==> src/rtl/klotski_mover_pkg.sv <==
// Shared types and helpers for the Klotski gantry block mover.
package klotski_mover_pkg;

    localparam int BOARD_DIM = 4;

    typedef enum logic [1:0] {
        UP    = 2'd0,
        DOWN  = 2'd1,
        LEFT  = 2'd2,
        RIGHT = 2'd3
    } dir_t;

    typedef enum logic [2:0] {
        IDLE    = 3'd0,
        MOVE_X  = 3'd1,
        MOVE_Y  = 3'd2,
        GRAB    = 3'd3,
        PUSH    = 3'd4,
        RELEASE = 3'd5,
        DONE    = 3'd6
    } state_t;

    // A push is illegal when the block would leave the board.
    function automatic logic move_illegal(input logic [1:0] row, input logic [1:0] col,
                                          input dir_t dir);
        case (dir)
            UP:      return row == 2'd0;
            DOWN:    return row == 2'(BOARD_DIM - 1);
            LEFT:    return col == 2'd0;
            RIGHT:   return col == 2'(BOARD_DIM - 1);
            default: return 1'b0;
        endcase
    endfunction

    function automatic logic [1:0] abs_diff(input logic [1:0] a, input logic [1:0] b);
        return (a > b) ? (a - b) : (b - a);
    endfunction

endpackage

==> src/rtl/klotski_block_mover_step_pulse_gen.sv <==
// Burst generator: step_count square-wave periods of 2*STEP_HALF cycles, high half first.
module step_pulse_gen #(
    parameter int STEP_HALF = 2500
) (
    input  logic        i_Clk,
    input  logic        i_rst_n,
    input  logic        start,
    input  logic [15:0] step_count,
    output logic        step,
    output logic        done
);
    localparam int PW = (2 * STEP_HALF > 1) ? $clog2(2 * STEP_HALF) : 1;
    localparam logic [PW-1:0] PHASE_LAST = PW'(2 * STEP_HALF - 1);
    localparam logic [PW-1:0] HIGH_LAST  = PW'(STEP_HALF - 1);

    logic          active_reg;
    logic          step_reg;
    logic [PW-1:0] phase_reg;
    logic [15:0]   steps_left_reg;

    // A start on the same edge as the final cycle of a burst reloads without a gap.
    always_ff @(posedge i_Clk or negedge i_rst_n) begin
        if (!i_rst_n) begin
            active_reg     <= 1'b0;
            step_reg       <= 1'b0;
            phase_reg      <= '0;
            steps_left_reg <= '0;
        end else if (start) begin
            active_reg     <= (step_count != 16'd0);
            step_reg       <= (step_count != 16'd0);
            phase_reg      <= '0;
            steps_left_reg <= step_count;
        end else if (active_reg) begin
            if (phase_reg == PHASE_LAST) begin
                phase_reg <= '0;
                if (steps_left_reg == 16'd1) begin
                    active_reg <= 1'b0;
                    step_reg   <= 1'b0;
                end else begin
                    steps_left_reg <= steps_left_reg - 16'd1;
                    step_reg       <= 1'b1;
                end
            end else begin
                phase_reg <= phase_reg + 1'b1;
                step_reg  <= (phase_reg < HIGH_LAST);
            end
        end
    end

    assign step = step_reg;
    // High during the last cycle of the burst so the caller can chain states seamlessly.
    assign done = active_reg && (phase_reg == PHASE_LAST) && (steps_left_reg == 16'd1);

endmodule

==> src/rtl/klotski_block_mover.sv <==
// Moves the gantry head to a source cell, magnetically pushes one cell, then reports done.
module klotski_block_mover
    import klotski_mover_pkg::*;
#(
    parameter int STEPS_PER_CELL = 200,
    parameter int STEP_HALF      = 2500,
    parameter int SETTLE         = 500000
) (
    input  logic       i_Clk,
    input  logic       i_rst_n,
    input  logic       i_bm_en,
    input  logic [1:0] i_src_row,
    input  logic [1:0] i_src_col,
    input  logic [1:0] i_dir,
    output logic       o_step_x,
    output logic       o_dir_x,
    output logic       o_step_y,
    output logic       o_dir_y,
    output logic       o_magnet,
    output logic       o_bm_done,
    output logic       o_err,
    output logic       o_busy,
    output logic [2:0] o_state
);
    localparam int SW = (SETTLE > 1) ? $clog2(SETTLE) : 1;
    localparam logic [SW-1:0] SETTLE_LAST = SW'(SETTLE - 1);
    localparam logic [15:0]   CELL_STEPS  = 16'(STEPS_PER_CELL);

    state_t        state_reg, state_next;
    logic [1:0]    head_row_reg, head_col_reg;
    logic [1:0]    src_row_reg, src_col_reg;
    dir_t          dir_reg;
    logic [SW-1:0] settle_cnt_reg;
    logic          sel_x_reg, sel_y_reg;
    logic          dir_x_reg, dir_y_reg;
    logic          magnet_reg, done_reg, err_reg, busy_reg;

    logic [1:0]    req_row, req_col;
    dir_t          req_dir;
    logic          push_on_x;
    logic [1:0]    dest_row, dest_col;
    logic          gen_start, gen_step, gen_done;
    logic [15:0]   gen_count;

    // In IDLE the request still sits on the inputs; afterwards it lives in the latches.
    always_comb begin
        req_row   = (state_reg == IDLE) ? i_src_row : src_row_reg;
        req_col   = (state_reg == IDLE) ? i_src_col : src_col_reg;
        req_dir   = (state_reg == IDLE) ? dir_t'(i_dir) : dir_reg;
        push_on_x = (req_dir == LEFT) || (req_dir == RIGHT);
    end

    always_comb begin
        dest_row = src_row_reg;
        dest_col = src_col_reg;
        case (dir_reg)
            UP:      dest_row = src_row_reg - 2'd1;
            DOWN:    dest_row = src_row_reg + 2'd1;
            LEFT:    dest_col = src_col_reg - 2'd1;
            RIGHT:   dest_col = src_col_reg + 2'd1;
            default: ;
        endcase
    end

    always_comb begin
        state_next = state_reg;
        case (state_reg)
            IDLE: begin
                if (i_bm_en) begin
                    if (move_illegal(req_row, req_col, req_dir))
                        state_next = DONE;
                    else if (req_col != head_col_reg)
                        state_next = MOVE_X;
                    else if (req_row != head_row_reg)
                        state_next = MOVE_Y;
                    else
                        state_next = GRAB;
                end
            end
            MOVE_X:  if (gen_done) state_next = (src_row_reg != head_row_reg) ? MOVE_Y : GRAB;
            MOVE_Y:  if (gen_done) state_next = GRAB;
            GRAB:    if (settle_cnt_reg == SETTLE_LAST) state_next = PUSH;
            PUSH:    if (gen_done) state_next = RELEASE;
            RELEASE: if (settle_cnt_reg == SETTLE_LAST) state_next = DONE;
            DONE:    state_next = IDLE;
            default: state_next = IDLE;
        endcase
    end

    always_comb begin
        gen_start = (state_next != state_reg) && (state_next inside {MOVE_X, MOVE_Y, PUSH});
        case (state_next)
            MOVE_X:  gen_count = 16'(abs_diff(req_col, head_col_reg)) * CELL_STEPS;
            MOVE_Y:  gen_count = 16'(abs_diff(req_row, head_row_reg)) * CELL_STEPS;
            default: gen_count = CELL_STEPS;
        endcase
    end

    always_ff @(posedge i_Clk or negedge i_rst_n) begin
        if (!i_rst_n) begin
            state_reg      <= IDLE;
            head_row_reg   <= '0;
            head_col_reg   <= '0;
            src_row_reg    <= '0;
            src_col_reg    <= '0;
            dir_reg        <= UP;
            settle_cnt_reg <= '0;
            sel_x_reg      <= 1'b0;
            sel_y_reg      <= 1'b0;
            dir_x_reg      <= 1'b0;
            dir_y_reg      <= 1'b0;
            magnet_reg     <= 1'b0;
            done_reg       <= 1'b0;
            err_reg        <= 1'b0;
            busy_reg       <= 1'b0;
        end else begin
            state_reg <= state_next;
            if (state_reg == IDLE && i_bm_en) begin
                src_row_reg <= i_src_row;
                src_col_reg <= i_src_col;
                dir_reg     <= dir_t'(i_dir);
            end
            settle_cnt_reg <= (state_next != state_reg) ? '0 : settle_cnt_reg + 1'b1;

            // Direction changes only on entry to a motion state, where step was low the cycle before.
            if (gen_start) begin
                sel_x_reg <= (state_next == MOVE_X) || (state_next == PUSH && push_on_x);
                sel_y_reg <= (state_next == MOVE_Y) || (state_next == PUSH && !push_on_x);
                case (state_next)
                    MOVE_X:  dir_x_reg <= (req_col > head_col_reg);
                    MOVE_Y:  dir_y_reg <= (req_row > head_row_reg);
                    PUSH: begin
                        if (push_on_x) dir_x_reg <= (req_dir == RIGHT);
                        else           dir_y_reg <= (req_dir == DOWN);
                    end
                    default: ;
                endcase
            end else if (gen_done) begin
                sel_x_reg <= 1'b0;
                sel_y_reg <= 1'b0;
            end

            magnet_reg <= (state_next == GRAB) || (state_next == PUSH);
            busy_reg   <= (state_next != IDLE);
            done_reg   <= (state_next == DONE);
            err_reg    <= (state_reg == IDLE) && (state_next == DONE);
            if (state_reg == RELEASE && state_next == DONE) begin
                head_row_reg <= dest_row;
                head_col_reg <= dest_col;
            end
        end
    end

    step_pulse_gen #(
        .STEP_HALF (STEP_HALF)
    ) u_step_gen (
        .i_Clk      (i_Clk),
        .i_rst_n    (i_rst_n),
        .start      (gen_start),
        .step_count (gen_count),
        .step       (gen_step),
        .done       (gen_done)
    );

    assign o_step_x  = gen_step & sel_x_reg;
    assign o_step_y  = gen_step & sel_y_reg;
    assign o_dir_x   = dir_x_reg;
    assign o_dir_y   = dir_y_reg;
    assign o_magnet  = magnet_reg;
    assign o_bm_done = done_reg;
    assign o_err     = err_reg;
    assign o_busy    = busy_reg;
    assign o_state   = state_reg;

endmodule

==> config.mk <==
export PLATFORM = sky130hd
export DESIGN_NAME = klotski_block_mover
export DESIGN_NICKNAME = d
export VERILOG_FILES = /design/src/rtl/klotski_mover_pkg.sv /design/src/rtl/klotski_block_mover_step_pulse_gen.sv /design/src/rtl/klotski_block_mover.sv
export SDC_FILE = /design/constraint.sdc
export NUM_CORES = 1
export LEC_CHECK = 0
export CAP_MARGIN = 20
export CORE_UTILIZATION = 55
export DETAILED_ROUTE_END_ITERATION = 10
export GPL_TIMING_DRIVEN = 0
export HOLD_SLACK_MARGIN = 0.05
export PLACE_DENSITY = 0.79
export SYNTH_ARGS = -nofsm -noshare
export SYNTH_HDL_FRONTEND = slang
export SYNTH_HIERARCHICAL = 1
export SYNTH_SLANG_ARGS = --single-unit
==> constraint.sdc <==
create_clock -name i_Clk -period 3.6 [get_ports i_Clk]
set_input_delay 0.72 -clock i_Clk [delete_from_list [all_inputs] [get_ports i_Clk]]
set_output_delay 0.72 -clock i_Clk [all_outputs]
set_load 0.1 [all_outputs]
==> results.cfg <==
[sta]
relSlewSlack_pct = 34.3
finalCritPeriodShare_pct = 105
fin_setup_tns_ns = -0.774
hold_viol_final = 0
drv_slew = 0
period_minus_slack_ns = 3.77
clock_skew_ns = 0.0149
setup_violations = 10
max_freq_mhz = 265
setup_slack_ns = -0.173
worstMarginPinSlew_ns = 0.982
rsz0062_at_grt = yes

[synthesis]
ys_ff_latch = 71
synth_top_cell_area_share_pct = 39.3
ys_types = 78
async_flop_share_pct = 100
synthCells = 480
synth.most_common_cell = dfrtp_1
avgSynthCellArea_um2 = 9.41
synth_edf_count = 0
synth_ff_type = dfrtp_1
ys_warn_count = 6
syn_area_um2 = 4520
yosysTopAreaCell = dfrtp_1
yosysSeqAreaShare_pct = 39.3
yosys-top-cells-area = dfrtp_1 39%, xnor2_1 5.0%, nor2_1 4.6%, nand2_1 4.0%, ha_1 3.9%
synth_common_cells = 71 x dfrtp_1, 55 x nor2_1, 48 x nand2_1, 26 x xnor2_1

[clock_tree]
cts_sinks = 71
clock_path_buffers = 2
clk_pin_slew_ns = 0.08
root_buffer = clkbuf_8
cts_buffers = 9
clkLatencyLatePin_ns = 0.37
cts_tree = built
h-tree-depth = 3
cts_hold_buffers = 0

[setup_path]
required_ns = 3.83
critical_path.top_delay_family = simple AND/OR/NAND/NOR gates
ff2ff_path_depth = 13
worstPathMaxFanout = 5
cp.depth = 13
critPathKind = reg2reg
cp-startpoint = u_step_gen/phase_reg[11]
cp_cell_sequence = or4b_4 > or4b_4 > nor2_4 > and2_4 > nor2_2 > a311o_2 > nand2_2 > nor3_4 > buf_6 > a22o_1 > nor4_1 > a41o_1 > o211ai_1
crit_top_cell = or4b_4
reg2reg_slack_ns = -0.17
cp-end-kind = flip-flop
reg2reg_to = u_step_gen/step
rr_startpoint = u_step_gen/phase_reg[11]
worstSetupStartpointType = flip-flop
cp_slowest_stage_delay_ns = 0.58
worst_path_max_delay_cell = or4b_4
path_buf_inv = 1
crit_arrival_ns = 4.01
crit_path_end = u_step_gen/step

[global_routing]
grt_usage_pct = 25.9
grt_pass1_vias = 3837
grt_pass1_wl_mm = 17.5
grt_overflow_total = 0
grt_max_degree = 72
antenna_found_initial = 0

[floorplanning]
dieWidth_um = 92.6
dieHeight_um = 92.6
rows = 32
coreArea_um2 = 7850
die-area_um2 = 8580
initial_core_util_pct = 57.6
ios = 20

[routing]
route.met2.wl_mm = 5.45
via_count = 3952
drt_first_iter_violations = 197
drtPass1Iterations = 5
routed_wl_mm = 11.0
wl_per_cell_um = 16.6
drc = 0
dr.max_layer_used = met4
wl_met1_mm = 4.59
ant_nets = 0
dr_wl_met3_um = 685
avgViaCountPerCell = 5.99

[outcome]
status = finished with violations
failed_checks = setup timing

[place]
numPortBuffers = 19
place_hpwl_mm = 6.76
gp_congestion = 0.913

[pwr]
pwr_density_cell_nw_per_um2 = 924
p_total_uw = 5210
p_leak_uw = 0.00232
irDropWorstVdd_uv = 506

[cells_and_area]
syn_to_final_growth_pct = 24.8
final_nets = 578
drive_above_1_share_pct = 25.1
num-fill-cells = 554
largest_reg_flops = 19
antenna_cells = 0

[worst_hold_path]
hold_class = in2async

[flow_run]
cap_violations = 0
## cells by family after synthesis
logic type               share of synthesized area [%]
other                                           0.0830
XOR/XNOR                                          7.95
flip-flops                                        39.3
AND/OR/NAND/NOR                                   26.5
multiplexers                                      4.93
adder cells (fa/ha/maj)                           4.76
buffers and inverters                             4.15
AO/OA/AOI/OAI                                     12.3
## worst reg2reg max path, stage by stage (launching register included)
cell and delay, ns:
dfrtp_1 0.39, or4b_4 0.54, or4b_4 0.58, nor2_4 0.13
and2_4 0.17, nor2_2 0.03, a311o_2 0.41, nand2_2 0.11
nor3_4 0.06, buf_6 0.13, a22o_1 0.26, nor4_1 0.46
a41o_1 0.28, o211ai_1 0.09
## area by class of cell
type,instances,area (um^2),share of cell area [%]
Timing Repair Buffer,45,402,7.12
Clock buffer,10,138,2.44
Tap cell,102,128,2.26
Sequential cell,71,1790,31.7
Multi-Input combinational cell,388,2890,51.3
Clock inverter,6,93.8,1.66
Inverter,21,81.3,1.44
Buffer,17,118,2.09
## metal layers
layer	up-vias	global-route usage (%)
met5	-	0
met4	0	8.59
met2	151	44.1
li1	1837	-
met1	1929	32.8
met3	35	5.25
## through the flow
step	std cells	area (um^2)	util (%)	hold WS, ns	setup slack, ns
floorplan	499	4640	-	0.424	-0.0906
global placement	620	4960	63.2	0.470	-1.09
detailed placement	620	4960	63.2	0.488	-0.638
CTS	650	5370	68.5	0.499	-0.185
global route	660	5640	71.8	0.538	-0.298
finish	660	5640	71.8	0.449	-0.173
## cells in the final DEF (no fill, tap or decap), types with 6 or more instances in the layout
cell type	count
dfrtp_1	66
nor2_1	48
nand2_1	45
xnor2_1	25
buf_4	23
conb_1	20
inv_1	19
clkdlybuf4s50_1	18
o21ai_0	16
xor2_1	15
nand3_1	15
nor3_1	11
ha_1	11
clkbuf_8	11
nand4_1	9
mux2_2	9
o21ai_1	9
buf_6	8
nor4_2	8
nand2b_1	6
a21oi_1	6
clkbuf_1	6
and2_1	6
## power by group
group	leakage, uW	total (uW)	switching, uW	internal, uW
sequential	0.000909	1270	236	1040
combinational	0.00130	3190	1880	1310
clock	0.000113	747	335	412
total	0.00232	5210	2450	2760
## worst min path at each step
stage                                    to  slack (ns)  cells after the start         startpoint
after floorplan                  dir_reg[0]        0.42                      0            i_rst_n
after global placement    settle_cnt_reg[0]        0.47                      1  settle_cnt_reg[0]
after detailed placement  settle_cnt_reg[0]        0.49                      1  settle_cnt_reg[0]
after CTS                 settle_cnt_reg[0]        0.50                      1  settle_cnt_reg[0]
after global routing      settle_cnt_reg[0]        0.54                      1  settle_cnt_reg[0]
final                            dir_reg[1]        0.45                      1            i_rst_n
## timing repair
item | in CTS | in global routing
buffers inserted | 15 | 11
resized for setup | 22 | 46
pin swaps | 18 | 28
endpoints found under the setup margin | 32 | 31
(Power assumes the default switching activity.)
